==> src/rtl/prim_intr_coalesce_pkg.sv <==
// Shared types and default widths for the interrupt event coalescer.
package prim_intr_coalesce_pkg;

  typedef enum logic {
    CoalIdle  = 1'b0,
    CoalAccum = 1'b1
  } coal_state_e;

  localparam int unsigned DefWidth  = 1;
  localparam int unsigned DefCntW   = 8;
  localparam int unsigned DefTimerW = 16;

endpackage

==> src/rtl/prim_intr_coalesce_chan.sv <==
// One coalescing channel: gathers events into a batch and emits one pulse per batch.
// state     | meaning
// CoalIdle  | nothing pending; events bypass or open a batch
// CoalAccum | batch open; counting events and timing since first event
module prim_intr_coalesce_chan
  import prim_intr_coalesce_pkg::*;
#(
  parameter int unsigned CntW   = DefCntW,
  parameter int unsigned TimerW = DefTimerW
) (
  input  logic              clk_i,
  input  logic              rst_ni,
  input  logic              raw_event_i,
  input  logic              coal_en_i,
  input  logic [CntW-1:0]   thresh_i,
  input  logic [TimerW-1:0] timeout_i,
  input  logic              flush_i,
  output logic              event_intr_o,
  output logic              pending_o,
  output logic              sat_o
);

  coal_state_e       state;
  logic [CntW-1:0]   cnt;
  logic [TimerW-1:0] tmr;
  logic              hit_thresh;
  logic              hit_timeout;
  logic              fire;

  // Compare one bit wider so cnt + event cannot wrap at the all-ones count.
  assign hit_thresh  = ({1'b0, cnt} + {{CntW{1'b0}}, raw_event_i}) >= {1'b0, thresh_i};
  assign hit_timeout = (timeout_i != '0) &&
                       (({1'b0, tmr} + (TimerW+1)'(1)) >= {1'b0, timeout_i});
  // Dropping the enable mid-batch drains it like a flush.
  assign fire        = hit_thresh || hit_timeout || flush_i || !coal_en_i;

  assign pending_o   = (state == CoalAccum);

  always_ff @(posedge clk_i or negedge rst_ni) begin
    if (!rst_ni) begin
      state        <= CoalIdle;
      cnt          <= '0;
      tmr          <= '0;
      event_intr_o <= 1'b0;
      sat_o        <= 1'b0;
    end else begin
      event_intr_o <= 1'b0;
      case (state)
        CoalIdle: begin
          if (raw_event_i) begin
            if (!coal_en_i || (thresh_i == CntW'(1))) begin
              event_intr_o <= 1'b1;
            end else begin
              state <= CoalAccum;
              cnt   <= CntW'(1);
              tmr   <= '0;
            end
          end
        end
        CoalAccum: begin
          if (fire) begin
            event_intr_o <= 1'b1;
            state        <= CoalIdle;
            cnt          <= '0;
            tmr          <= '0;
            sat_o        <= 1'b0;
          end else begin
            if (!(&tmr)) tmr <= tmr + TimerW'(1);
            if (raw_event_i) begin
              if (&cnt) sat_o <= 1'b1;
              else      cnt   <= cnt + CntW'(1);
            end
          end
        end
        default: state <= CoalIdle;
      endcase
    end
  end

endmodule

==> src/rtl/prim_intr_coalesce.sv <==
// Per-source interrupt event coalescer feeding the interrupt handler's event inputs.
module prim_intr_coalesce
  import prim_intr_coalesce_pkg::*;
#(
  parameter int unsigned Width  = DefWidth,
  parameter int unsigned CntW   = DefCntW,
  parameter int unsigned TimerW = DefTimerW
) (
  input  logic              clk_i,
  input  logic              rst_ni,
  input  logic [Width-1:0]  raw_event_i,
  input  logic [Width-1:0]  cfg_coal_en_i,
  input  logic [CntW-1:0]   cfg_thresh_i,
  input  logic [TimerW-1:0] cfg_timeout_i,
  input  logic              flush_i,
  output logic [Width-1:0]  event_intr_o,
  output logic [Width-1:0]  pending_o,
  output logic [Width-1:0]  sat_o
);

  // A zero threshold behaves as one: every event fires on its own.
  logic [CntW-1:0] thresh_eff;
  assign thresh_eff = (cfg_thresh_i == '0) ? CntW'(1) : cfg_thresh_i;

  for (genvar i = 0; i < Width; i++) begin : g_chan
    prim_intr_coalesce_chan #(
      .CntW   (CntW),
      .TimerW (TimerW)
    ) u_chan (
      .clk_i        (clk_i),
      .rst_ni       (rst_ni),
      .raw_event_i  (raw_event_i[i]),
      .coal_en_i    (cfg_coal_en_i[i]),
      .thresh_i     (thresh_eff),
      .timeout_i    (cfg_timeout_i),
      .flush_i      (flush_i),
      .event_intr_o (event_intr_o[i]),
      .pending_o    (pending_o[i]),
      .sat_o        (sat_o[i])
    );
  end

endmodule

==> config.mk <==
export PLATFORM = sky130hd
export DESIGN_NAME = prim_intr_coalesce
export DESIGN_NICKNAME = d
export VERILOG_FILES = /design/src/rtl/prim_intr_coalesce_pkg.sv /design/src/rtl/prim_intr_coalesce_chan.sv /design/src/rtl/prim_intr_coalesce.sv
export SDC_FILE = /design/constraint.sdc
export NUM_CORES = 1
export LEC_CHECK = 0
export ABC_AREA = 0
export CAP_MARGIN = 30
export CORE_MARGIN = 5
export CORE_UTILIZATION = 55
export DETAILED_ROUTE_END_ITERATION = 8
export GPL_ROUTABILITY_DRIVEN = 0
export PLACE_DENSITY = 0.83
export SLEW_MARGIN = 20
export SYNTH_ARGS = -nofsm -noshare
export SYNTH_HDL_FRONTEND = slang
export SYNTH_SLANG_ARGS = --single-unit
==> constraint.sdc <==
create_clock -name clk_i -period 5.6 [get_ports clk_i]
set_input_delay 0.56 -clock clk_i [delete_from_list [all_inputs] [get_ports clk_i]]
set_output_delay 0.56 -clock clk_i [all_outputs]
set_load 0.1 [all_outputs]
# Yosys cells after proc, flatten, opt, wreduce, memory -nomap -nowiden
# Cells that the tools add are included.
word_totals:
  wordCells: 56
  reg_bits: 27
  in_bits: 29
  output_inout_bits: 3
op_classes:
  n_mux: 23
  n_reduce_logical: 15
  n_bitwise: 1
  order_cmp: 2
  n_eq_ne: 6
  addsub: 4
op_table:
  columns: ["cell", "count"]
  rows:
  - ["two-way mux 16 bit", 4]
  - ["two-way mux 8 bit", 6]
  - ["one-hot mux 16 bit (2 select lines)", 1]
  - ["adder 16 x 1 -> 17 bit, second input constant", 1]
  - ["greater-or-equal comparator 17 x 16 -> 1 bit", 1]
  - ["adder 16 x 1 -> 16 bit, second input constant", 1]
  - ["one-hot mux 8 bit (2 select lines)", 1]
  - ["AND reduction 16 bit", 1]
  - ["nonzero test 16 bit", 1]
  - ["adder 8 x 1 -> 9 bit", 1]
  - ["greater-or-equal comparator 9 x 8 -> 1 bit", 1]
  - ["two-way mux 1 bit", 9]
  - ["inequality test 3 bit, second input constant", 3]
  - ["adder 8 x 1 -> 8 bit, second input constant", 1]
  - ["equality test 8 x 1 -> 1 bit, second input constant", 1]
  - ["zero test 8 bit", 1]
  - ["AND reduction 8 bit", 1]
  - ["AND reduction 3 bit", 2]
  - ["logical OR 1 bit", 4]
  - ["inequality test 2 bit, second input constant", 2]
  - ["one-hot mux 1 bit (2 select lines)", 2]
  - ["AND reduction 4 bit", 1]
  - ["nonzero test 2 bit", 2]
  - ["logical AND 1 bit", 1]
  - ["other kinds (2)", 2]

# Logic depth before layout (Yosys ltp)
depth:
  ltp_word: 8
  mapped_depth: 14
  mapped_depth_nobuf: 12

# Cells and area by module
# From an unflattened synthesis, not the netlist that was laid out.
hier_totals:
  cells_unflattened: 296
  hier_area_um2: 2467.4
modules_own_cells:
  columns: ["mod", "n_inst", "area_per_inst_um2", "cells_each", "seq_area_each_um2"]
  rows:
  - ["prim_intr_coalesce_chan", 1, 2416.1, 286, 675.6]
  - ["prim_intr_coalesce", 1, 51.3, 10, 0.0]

# Worst setup path before layout
# OpenSTA, ideal clock, no wires.
synth_path:
  kind: "register to register"
  start: "reg g_chan[0].u_chan.tmr[0]"
  end: "reg g_chan[0].u_chan.tmr[0]"
  period_less_slack_ps: 3194
  arrival_ps: 3104
  required_time_ps: 5510
  path_buffers: 1
  slack_ps: 2406
  stages_incl_launch_ff: 14
  cell_sequence: "dfrtp_1 > ha_1 > nand3_1 > or2_2 > nor3_1 > xor2_1 > ha_1 > nand3_1 > nor3_1 > a2111o_1 > o31ai_4 > nand2_4 > buf_6 > o31ai_4"
synth_via:
  elab_chain_len: 8
  word_cells_on_any_way: 13
synth_rtl:
  columns: ["element", "line_no", "rtl"]
  rows:
  - ["start, declared", "prim_intr_coalesce_chan.sv:25", "logic [TimerW-1:0] tmr;"]
  - ["start signal, assigned", "prim_intr_coalesce_chan.sv:68", "if (!(&tmr)) tmr <= tmr + TimerW'(1);"]
  - ["adder 16 x 1 -> 17 bit", "prim_intr_coalesce_chan.sv:33", "(({1'b0, tmr} + (TimerW+1)'(1)) >= {1'b0, timeout_i});"]
  - ["greater-or-equal comparator 17 x 16 -> 1 bit", "prim_intr_coalesce_chan.sv:33", null]
  - ["logical AND 1 bit", "prim_intr_coalesce_chan.sv:32", "assign hit_timeout = (timeout_i != '0) &&"]
  - ["logical OR 1 bit (3 in a row)", "prim_intr_coalesce_chan.sv:35", "assign fire = hit_thresh || hit_timeout || flush_i || !coal_en_i;"]
  - ["inequality test 3 bit (no line) or two-way mux 16 bit (tied branches)", null, null]
  - ["AND reduction 3 bit (no line) or one-hot mux 16 bit (2 select lines) (tied branches)", null, null]
# Parallel ways exist; a longest one is shown, timed or not. The select of a mux whose other input is x is not followed.
# A chain may end at the register's enable or synchronous reset.

# Final worst setup path
# Ends and elaborated chain as after synthesis.

==> qor.yml <==
dieArea_um2: 5803
drive_above_1_share_pct: 8.491
r2r_end: "g_chan[0].u_chan.tmr[0]"
clk_pin_slew_worst_paths_ns: 0.09
vias_per_cell: 5.716
synth_edf_count: 0
finalPower_w: 0.0005560
pwr-share-seq_pct: 42.2
netlist_area_um2: 2409
synth_warnings: 0
diodes: 0
htree_levels: 1
cts_tree: "done"
clock-sinks: 27
port_buffers: 31
finalSetupViolCount: 0
ioPinCount: 32
worstPathMaxFanout: 20
final_max_slew_viol_count: 0
whs_endpoint: "g_chan[0].u_chan.tmr[1]"
die_w_um: 76.18
clockBufferDepth: 2
dieHeight_um: 76.18
hold_class: "flop to flop"
cts_root_buffer: "clkbuf_8"
synth_seq_cells: 27
synth_top_area_share_pct: 28.05
grt_pass1_vias: 1976
num_vias: 2115
cp-start-kind: "flop"
holdBufCountCts: 0
r2r_setup_slack_ns: 1.90
endpoint_kind: "flop"
start_util_pct: 56.09
synthTopCellsByArea: "dfrtp_1, ha_1, nand2_1"
final_nets: 376
swShare_pct: 39.25
multi_input_area_um2: 1562
ant_nets: 0
postCtsSetupRepairBufs: 0
cap_violations: 0
p_int_w: 0.0003377
synth-seq-area-share_pct: 28.05
grt_use_total_pct: 17.78
tightest_slew_ns: 0.9814
netlist_top_cells_count: "nand2_1, ha_1, inv_1, dfrtp_1, nor2_1"
finalSetupTns_ns: 0
synth_nets: 349
fillers: 355
routedWlPerCell_um: 13.85
slew_headroom_pct: 34.37
fin_area_um2: 2793
cts.repair.resized: 0
grt_pass1_wl_um: 8859
fin_crit_sh_pct: 66.08
power.density_nw_per_um2: 199.1
yosysMostFrequentCell: "nand2_1"
outcome: "complete, no violations"
drt_pre_antenna_iters: 4
hold_start: "g_chan[0].u_chan.tmr[1]"
grt_max_degree: 28
row_count: 24
cp_data_required_time_ns: 5.79
timing.rr.start: "g_chan[0].u_chan.tmr[0]"
cts_made_buffers: 3
path_class: "flop to flop"
clkPwrFrac_pct: 19.3
rsz0062_at_grt: "no"
power_switching_w: 0.0002182
leakagePower_nw: 1.292
finish.utilization_pct: 65.04
drt-total-wl_um: 5125
arrival_ns: 3.89
core_um2: 4294
max_freq_ghz: 0.2702
worstSkewPairLatency_ns: 0.27
hpwl_um: 4113
syn_area_per_cell_um2: 8.248
regArea_um2: 675.6
synth_cells: 292
first_iter_violations: 128
ys.flop_type: "dfrtp_1"
synthToLayoutAreaGrowth_pct: 15.95
skew_ns: 0.003269
antenna_found_initial: 0
grt_overflow: 0
synth.distinct_cells: 44
rr_worst_depth: 12
drcViolationCount: 0
period_minus_slack_ns: 3.701
yosysTopAreaCell: "dfrtp_1"
p_comb_share_pct: 38.5
hold_depth: 2
ir_drop_v: 0.0001676
synthArstFlopShare_pct: 100.0
dpl-instance-area_um2: 2736
final_hold_viol_count: 0
[metal layers]
layer,track usage [%],wire length (um)
met5,0,0
met1,25.66,2387
met2,28.00,2405
met4,3.147,38
met3,3.191,294
[cell families after synthesis]
group                      share of synthesized area (%)
xor gates and xnor gates                           8.364
muxes                                             0.4156
adders and majority gates                          14.55
AOI/OAI and AO/OA                                  16.47
and+or+nand+nor                                    24.78
buffers and inverters                              7.376
DFF                                                28.05
[flip-flops by register name, summed over array words and instances (netlist names)]
register                    cells
g_chan.u_chan.tmr              16
g_chan.u_chan.sat_o             1
g_chan.u_chan.pending_o         1
g_chan.u_chan.cnt               8
g_chan.u_chan.event_intr_o      1
[how the worst max path moves through the flow]
stage,startpoint,end,slack [ns]
after floorplan,g_chan[0].u_chan.tmr[0],g_chan[0].u_chan.tmr[0],2.41
after global placement,raw_event_i,g_chan[0].u_chan.tmr[0],1.94
after detailed placement,raw_event_i,g_chan[0].u_chan.tmr[0],1.77
after CTS,g_chan[0].u_chan.tmr[0],g_chan[0].u_chan.tmr[0],1.90
after global routing,g_chan[0].u_chan.tmr[0],g_chan[0].u_chan.cnt[6],1.66
final,g_chan[0].u_chan.tmr[0],g_chan[0].u_chan.tmr[0],1.90
[worst max-delay path: stages (launching register included)]
cell	delay, ns
dfrtp_1	0.48
ha_1	0.28
nand3_1	0.16
or2_2	0.36
nor3_1	0.22
xor2_1	0.25
ha_1	0.29
nand3_1	0.13
nor3_1	0.07
a2111o_1	0.44
o31ai_4	0.42
nand2_4	0.30
o31ai_4	0.23
[placed cells by master, fill, tap and decap left out, types with 2 or more instances in the layout]
cell type and n:
ha_1 28, clkbuf_8 3, nand2b_1 2, o21ai_0 5, inv_1 28, buf_6 2
o31ai_4 2, or2_2 4, a211oi_1 2, nor4_1 6, nand2_1 34, nand4_1 12
a21oi_1 11, nor2_1 26, o211ai_1 3, nor3_1 6, xnor2_1 12, o2111ai_1 2
and2_1 2, o21ai_1 10, xor2_1 11, o21ai_2 8, clkdlybuf4s50_1 31, nand3_1 16
nor2b_1 5, dfrtp_1 27
[through the flow]
stage,hold WS [ns],cells,setup WS (ns)
final,0.5217,370,1.899
after global routing,0.5433,370,1.659
after CTS,0.5253,369,1.899
after detailed placement,0.5052,365,1.772
after global placement,0.4941,364,1.936
after floorplan,0.2644,292,2.406
[final cells by class]
class / count / share of cell area (%)
sequential: 27 / 24.19
inverter: 28 / 3.763
timing repair buffer: 34 / 12.19
tap: 52 / 2.330
clock buffer: 4 / 1.613
multi-input combinational: 225 / 55.91
[power groups by stage]
stage | clock (W) | sequential, W | combinational [W]
6_report | 0.000107 | 0.000235 | 0.000214
2_1_floorplan | 0 | 0.000272 | 0.000109
3_3_place_gp | 0 | 0.000237 | 0.000205
4_1_cts | 0.000111 | 0.000234 | 0.000216
5_1_grt | 0.000118 | 0.000238 | 0.000236
3_5_place_dp | 0 | 0.000237 | 0.000215
Note: power is estimated with default switching activity, not from simulation.
